===== src/rtl/clk_div_pkg.sv =====
// clk_div_gen shared types and defaults.
// Run-state encoding and default channel/counter sizing.
package clk_div_pkg;

  localparam int CNT_W_DEF  = 16;
  localparam int NUM_CH_DEF = 3;

  typedef enum logic {
    IDLE = 1'b0,
    RUN  = 1'b1
  } run_state_t;

endpackage


===== src/rtl/clk_div_chan.sv =====
// One programmable tick / square-wave channel of clk_div_gen.
// Divisor is shadowed and only reloaded at period boundaries.
module clk_div_chan
  import clk_div_pkg::*;
#(
  parameter int CNT_W = CNT_W_DEF
) (
  input  logic             clk,
  input  logic             rst_n,
  input  logic             run,
  input  logic             start,
  input  logic [CNT_W-1:0] div,
  output logic             tick,
  output logic             wave
);

  logic [CNT_W-1:0] cnt;
  logic [CNT_W-1:0] div_sh;
  logic [CNT_W-1:0] last;

  assign last = div_sh - CNT_W'(1);

  always_ff @(posedge clk) begin
    if (!rst_n) begin
      cnt    <= '0;
      div_sh <= '0;
      tick   <= 1'b0;
      wave   <= 1'b0;
    end else if (start) begin
      cnt    <= '0;
      div_sh <= div;
      tick   <= 1'b0;
      wave   <= 1'b0;
    end else if (!run) begin
      cnt    <= '0;
      tick   <= 1'b0;
      wave   <= 1'b0;
    end else if (div_sh == '0) begin
      // parked: keep sampling until a nonzero divisor shows up
      cnt    <= '0;
      div_sh <= div;
      tick   <= 1'b0;
      wave   <= 1'b0;
    end else if (cnt == last) begin
      cnt    <= '0;
      div_sh <= div;
      tick   <= 1'b1;
      wave   <= ~wave;
    end else begin
      cnt    <= cnt + CNT_W'(1);
      tick   <= 1'b0;
    end
  end

endmodule


===== src/rtl/clk_div_gen.sv =====
// Multi-channel clock-enable generator with shared run/stop alignment.
// Define CLK_DIV_GEN_SYNC_EN to pass sc through a 2-flop synchronizer.
module clk_div_gen
  import clk_div_pkg::*;
#(
  parameter int NUM_CH = NUM_CH_DEF,
  parameter int CNT_W  = CNT_W_DEF
) (
  input  logic                    clk,
  input  logic                    rst_n,
  input  logic                    sc,
  input  logic [NUM_CH*CNT_W-1:0] div_i,
  output logic [NUM_CH-1:0]       tick_o,
  output logic [NUM_CH-1:0]       clk_o,
  output logic                    run_o
);

  logic       sc_s;
  logic       start;
  logic       run;
  run_state_t state;
  run_state_t state_nx;

`ifdef CLK_DIV_GEN_SYNC_EN
  logic [1:0] sc_q;

  always_ff @(posedge clk) begin
    if (!rst_n) begin
      sc_q <= '0;
    end else begin
      sc_q <= {sc_q[0], sc};
    end
  end

  assign sc_s = sc_q[1];
`else
  assign sc_s = sc;
`endif

  always_ff @(posedge clk) begin
    if (!rst_n) begin
      state <= IDLE;
      run_o <= 1'b0;
    end else begin
      state <= state_nx;
      run_o <= (state_nx == RUN);
    end
  end

  always_comb begin
    state_nx = state;
    start    = 1'b0;
    run      = 1'b0;
    unique case (1'b1)
      (state == IDLE): begin
        if (sc_s) begin
          state_nx = RUN;
          start    = 1'b1;
        end
      end
      (state == RUN): begin
        if (sc_s) begin
          run = 1'b1;
        end else begin
          state_nx = IDLE;
        end
      end
    endcase
  end

  for (genvar k = 0; k < NUM_CH; k++) begin : g_ch
    clk_div_chan #(
      .CNT_W(CNT_W)
    ) u_chan (
      .clk  (clk),
      .rst_n(rst_n),
      .run  (run),
      .start(start),
      .div  (div_i[k*CNT_W +: CNT_W]),
      .tick (tick_o[k]),
      .wave (clk_o[k])
    );
  end

endmodule


===== config.mk =====
export PLATFORM = sky130hd
export DESIGN_NAME = clk_div_gen
export DESIGN_NICKNAME = d
export VERILOG_FILES = /design/src/rtl/clk_div_pkg.sv /design/src/rtl/clk_div_chan.sv /design/src/rtl/clk_div_gen.sv
export SDC_FILE = /design/constraint.sdc
export NUM_CORES = 1
export LEC_CHECK = 0
export CORE_UTILIZATION = 30
export CTS_BUF_LIST = sky130_fd_sc_hd__clkbuf_4
export DETAILED_ROUTE_END_ITERATION = 6
export GPL_TIMING_DRIVEN = 0
export PLACE_DENSITY_LB_ADDON = 0.08
export REMOVE_ABC_BUFFERS = 1
export SYNTH_ARGS = -nofsm -noshare
export SYNTH_HDL_FRONTEND = slang
export SYNTH_SLANG_ARGS = --single-unit

===== constraint.sdc =====
create_clock -name clk -period 3.3 [get_ports clk]
set_clock_uncertainty 0.2 [all_clocks]
set_input_delay 0.825 -clock clk [delete_from_list [all_inputs] [get_ports clk]]
set_output_delay 0.825 -clock clk [all_outputs]
set_load 0.01 [all_outputs]

# [Yosys cells after proc, flatten, opt, wreduce, memory -nomap -nowiden]
# Index checks and enable logic that the tools add are counted.
[word_totals] regBits=103 inputBits=51 out_inout_bits=7 elab_cells=61
[op_classes] n_addsub=6 eq_ne=3 mux=18 bitwise=5 reduce_logical=16
[op_table] operator="16-bit 2-to-1 mux" n=12
[op_table] operator="16-bit by 1-bit adder with 16-bit output, second input constant" n=3
[op_table] operator="16-bit equality test" n=3
[op_table] operator="16-bit zero test" n=3
[op_table] operator="16-bit by 1-bit subtractor with 16-bit output, second input constant" n=3
[op_table] operator="5-bit OR reduction" n=3
[op_table] operator="4-bit OR reduction" n=3
[op_table] operator="3-bit nonzero test" n=3
[op_table] operator="1-bit 2-to-1 mux" n=6
[op_table] operator="2-bit AND reduction" n=3
[op_table] operator="1-bit inverter" n=5
[op_table] operator="2-bit nonzero test" n=1

# [Depth between registers and ports, before layout]
[logic_depth] ltp_word=6 ltp_mapped=13 ltp_nobuf=9

# [Modules after synthesis]
# A second synthesis with hierarchy kept.
[unflattened] hier_cells=821 hier_area_um2=6916.6
[by_module_without_submodules] module="clk_div_chan (g_ch[0].u_chan ...)" instances=2 cells_per_inst=291 area_each_um2=2346.0
[by_module_without_submodules] module="clk_div_chan (g_ch[2].u_chan)" instances=1 cells_per_inst=235 area_each_um2=2182.1
[by_module_without_submodules] module="clk_div_gen" instances=1 cells_per_inst=4 area_each_um2=42.5

# [Least setup slack after synthesis]
# Ideal clock, no wire load.
[synth_path] path_type="register to register" startpoint="register g_ch[2].u_chan.div_sh[0]" endpoint="register g_ch[2].u_chan.div_sh[0]" setup_time_ps=72 arrival_time_ps=3094 required_ps=3028 path_slack_ps=-65 path_stages_with_launch=12 path_buffers=2 period_less_slack_ps=3365 cell_sequence="dfxtp_1 inv_1 ha_1 or4b_4 or4_1 a2111oi_2 o2111ai_1 a2111o_1 a21boi_2 buf_4 buf_12 mux2i_1"
[synth_between] elab_chain_cells=4 elab_cells_between_ends=8 classes_between="1 x add/sub; 1 x eq/ne; 3 x mux; 3 x reduce/logical"
[synth_lines] element="from (decl)" line="clk_div_chan.sv:18" rtl="logic [CNT_W-1:0] div_sh;"
[synth_lines] element="from (signal assigned)" line="clk_div_chan.sv:31" rtl="div_sh <= div;"
[synth_lines] element="from (signal assigned)" line="clk_div_chan.sv:41" rtl="div_sh <= div;"
[synth_lines] element="from (signal assigned)" line="clk_div_chan.sv:46" rtl="div_sh <= div;"
[synth_lines] element="16-bit by 1-bit subtractor with 16-bit output or 16-bit zero test (tied branches)" line="clk_div_chan.sv:21, clk_div_chan.sv:38"
[synth_lines] element="16-bit equality test or 16-bit 2-to-1 mux (tied branches)" line="clk_div_chan.sv:44, clk_div_chan.sv:38"
[synth_lines] element="3-bit nonzero test (no line) or 16-bit 2-to-1 mux (tied branches)"
[synth_lines] element="2-bit AND reduction (no line) or 16-bit 2-to-1 mux (tied branches)"
# Several ways; a longest one is shown, not always the timed one. The select of a mux whose other input is x is not followed.
# A chain may end at the register's enable or synchronous reset.

# [Final worst setup path]
[layout_path] startpoint="register g_ch[2].u_chan.div_sh[0]" endpoint="register g_ch[2].u_chan.div_sh[2]"
# Same word-level chain as after synthesis.

==> qor.log <==
INFO  run_status     status=complete, but fails checks
INFO  run_status     failed_checks=setup timing
INFO  synth          yosys-top-cells-area=dfxtp_1, xnor2_1, xor2_1
INFO  clock_network  cts.clk_slew.worst_paths=0.16ns
INFO  critical_path  cp_max_fo=8
INFO  timing         slew-limit-headroom=0.1866
INFO  critical_path  cp.required=3.51ns
INFO  floorplan      dieHeight=146.9um
INFO  route          antenna_violating_nets_post_route=0
INFO  route          avgRoutedWirePerCell=15.29um
INFO  clock_network  htreeDepth=3
INFO  hold_path      worst_hold_startpoint=g_ch[0].u_chan.div_sh[14]
INFO  floorplan      die_area=21570um2
INFO  layout         layout-area-overhead-vs-synth=18.01%
INFO  route          via_count=5379
INFO  clock_network  root_buffer=clkbuf_4
INFO  synth          synth.yosys.warnings=0
INFO  synth          edff_count_synth=0
INFO  timing         worstMarginPinSlew=1.218ns
INFO  timing         maxSlewViolCount=0
INFO  timing         final_critical_path_setup_slack=-0.06212ns
INFO  floorplan      initial_core_util=0.3081
INFO  placement      portBuffers=57
INFO  critical_path  crit-reg2reg-capture=g_ch[2].u_chan.div_sh[2]
INFO  critical_path  critical_path_class=reg2reg
INFO  synth          synthesis.area_per_instance=8.196um2
INFO  clock_network  tritoncts=yes
INFO  timing         tns=-0.4975ns
INFO  floorplan      chipWidth=146.9um
INFO  synth          synthesis.area=6295um2
INFO  route          drt_drc_violations_left=0
INFO  floorplan      io_pins=58
INFO  route          first_pass_iters=5
INFO  timing         min_period=3.362ns
INFO  route          detail_route.vias_per_cell=5.004
INFO  route          route.final.wire_length=16.43mm
INFO  critical_path  worst_ep_arrival_time=3.57ns
INFO  clock_network  cts_buffer_depth=2
INFO  synth          synth_largest_area_cell=dfxtp_1
INFO  floorplan      std_cell_rows=52
INFO  critical_path  worst_setup_path_end_kind=flop
INFO  synth          synth.ff_latch_count=103
INFO  critical_path  reg2reg_setup_slack=-0.06ns
INFO  critical_path  worst-path-buf-inv=2
INFO  hold_path      timing.hold.worst.class=reg2reg
INFO  critical_path  critical_path.cell_chain=inv_4, ha_4, or4b_4, or4_4, a2111oi_4, o2111ai_2, a2111o_1, a21boi_4, buf_12, mux2i_1
INFO  critical_path  timing.critical_path.slowest_stage_cell=or4_4
INFO  global_route   antenna_found_initial=1
INFO  global_route   globalRouteOverflowTotal=0
INFO  global_route   grt_max_degree=62
INFO  floorplan      core-area=20430um2
INFO  timing         timing.final.setup_violations=16
INFO  placement      post-dp-hpwl=11.69mm
INFO  synth          synth.top_cell.area_share=0.3276
INFO  timing         number_of_hold_violations_in_the_final_report=0
INFO  critical_path  critPathMaxStageDelay=0.56ns
INFO  power          power_leakage=2.549nW
INFO  clock_network  cts_buffers=9
INFO  power          vdd_ir_drop_max=0.2295mV
INFO  global_route   first_global_vias=5325
INFO  layout         drive_above_1_share=0.1032
INFO  critical_path  ff2ff_path_depth=10
INFO  synth          post_synth_inst_count=768
INFO  placement      dpl-instance-area=6950um2
INFO  hold_path      min_delay_path_depth=2
INFO  layout         layout.filler_cells=2110
INFO  critical_path  timing.rr.start=g_ch[2].u_chan.div_sh[0]
INFO  timing         fmax=0.2974GHz
INFO  flow_run       max_cap_violations=0
INFO  power          cellPowerDensity=371.6nW/um2
INFO  synth          count_of_different_cell_masters_after_synthesis=63
INFO  hold_path      timing.hold.worst_endpoint=g_ch[0].u_chan.div_sh[14]
INFO  synth          synth.cells.most_frequent=dfxtp_1, nand2_1, nor2_1
INFO  global_route   grt_use_total=0.1549
INFO  global_route   grt_pass1_wl=26.79mm
INFO  synth          synth-seq-area-share=0.3276
INFO  timing         rsz_0062_raised_after_global_routing=true
INFO  critical_path  crit_path_start_kind=flop
INFO  synth          ys_async_sr_fraction=0
INFO  synth          synth_flop_cell=dfxtp_1
INFO  layout         post_route_cell_area=7428um2
INFO  critical_path  crit_family=compound AO/OA/AOI/OAI gates
INFO  timing         min_period_over_period=1.019
INFO  route          initial_detailed_routing_violation_count=282
INFO  placement      globalplace.congestion=0.8237
INFO  layout         utilization=0.3636
INFO  clock_network  clk_latency=0.48ns
INFO  clock_network  cts_num_sinks=103
INFO  synth          synthMostInstantiatedCell=dfxtp_1
INFO  layout         layout.nets=856
[flip-flops by register name, indices dropped and copies added, names as in the netlist]
register            flops
g_ch.u_chan.tick        3
g_ch.u_chan.cnt        48
g_ch.u_chan.wave        3
g_ch.u_chan.div_sh     48
state                   1
[report_power, final]
group,switching [mW],internal (mW),total (mW)
Combinational,0.317,0.301,0.619
Clock,0.443,0.327,0.770
Sequential,0.0832,1.29,1.37
Total,0.844,1.92,2.76
[layer usage]
layer / wire length, um / vias up / track usage
li1: - / 2751 / -
met2: 7822 / 90 / 0.2609
met3: 568 / 12 / 0.02733
met1: 7877 / 2526 / 0.2012
met4: 165 / 0 / 0.04583
met5: 0 / - / 0
[worst max path at each step]
stage / cells after the start / to / from
after floorplan: 9 / g_ch[2].u_chan.div_sh[0] / g_ch[2].u_chan.div_sh[0]
after global placement: 6 / g_ch[0].u_chan.cnt[14] / rst_n
after detailed placement: 9 / g_ch[2].u_chan.div_sh[2] / g_ch[2].u_chan.div_sh[0]
after CTS: 10 / g_ch[2].u_chan.div_sh[2] / g_ch[2].u_chan.div_sh[0]
after global routing: 10 / g_ch[2].u_chan.div_sh[0] / g_ch[2].u_chan.div_sh[1]
final: 10 / g_ch[2].u_chan.div_sh[2] / g_ch[2].u_chan.div_sh[0]
[stage by stage]
step	total power, mW	hold WS (ns)	setup WS [ns]	cells
after floorplan	1.750	0.2471	-0.3982	711
after global placement	1.947	0.2817	-2.316	1038
after detailed placement	1.953	0.2853	-1.075	1040
after CTS	2.779	0.3074	-0.1141	1071
after global routing	2.927	0.3263	-0.1735	1075
final	2.760	0.2980	-0.06212	1075
[worst reg2reg max path, cell delays in order, from the launching register on]
cell and delay (ns):
dfxtp_4 0.39, inv_4 0.05, ha_4 0.13, or4b_4 0.46, or4_4 0.56, a2111oi_4 0.33, o2111ai_2 0.17, a2111o_1 0.39
a21boi_4 0.25, buf_12 0.17, mux2i_1 0.20
[what timing repair did]
item / CTS / global route
pin swaps: 9 / 3
gates cloned: 1 / 1
setup buffers: 14 / 3
endpoints found under the setup margin: 98 / 97
hold buffers: 0 / 0
gates resized for setup: 17 / 12
[cell type report]
type	instances	area (um2)	area share
Timing Repair Buffer	76	763.2	0.1027
Antenna cell	1	2.502	0.0003369
Multi-Input combinational cell	593	4031	0.5427
Inverter	16	62.56	0.008422
Sequential cell	103	2067	0.2783
Clock inverter	5	81.33	0.01095
Clock buffer	11	82.58	0.01112
Tap cell	270	337.8	0.04548
[cell families after synthesis]
kind of cell,Yosys count,synth area share
compound gates,72,0.09183
xor+xnor,99,0.1377
fa+ha+maj,6,0.01193
buf+inv,73,0.05446
flops,103,0.3276
mux,53,0.08766
simple gates,362,0.2888
[cell usage in the layout, fill, tap and decap left out, types with 5 or more instances in the layout]
cell type,instances
dfxtp_1,101
nand2_1,94
nor2_1,81
nand3_1,58
clkdlybuf4s50_1,55
xnor2_1,54
xor2_1,45
mux2i_1,36
nand4_1,23
nand3b_1,20
o211ai_1,18
mux2_2,17
nor3_1,16
buf_4,16
inv_1,14
clkbuf_4,11
and3_1,10
or3_1,8
a21oi_1,7
or4_1,7
or2_2,6
nor4_1,6
and2_1,5
nor2b_1,5
o21ai_0,5
ha_1,5
(Power assumes the default switching activity.)
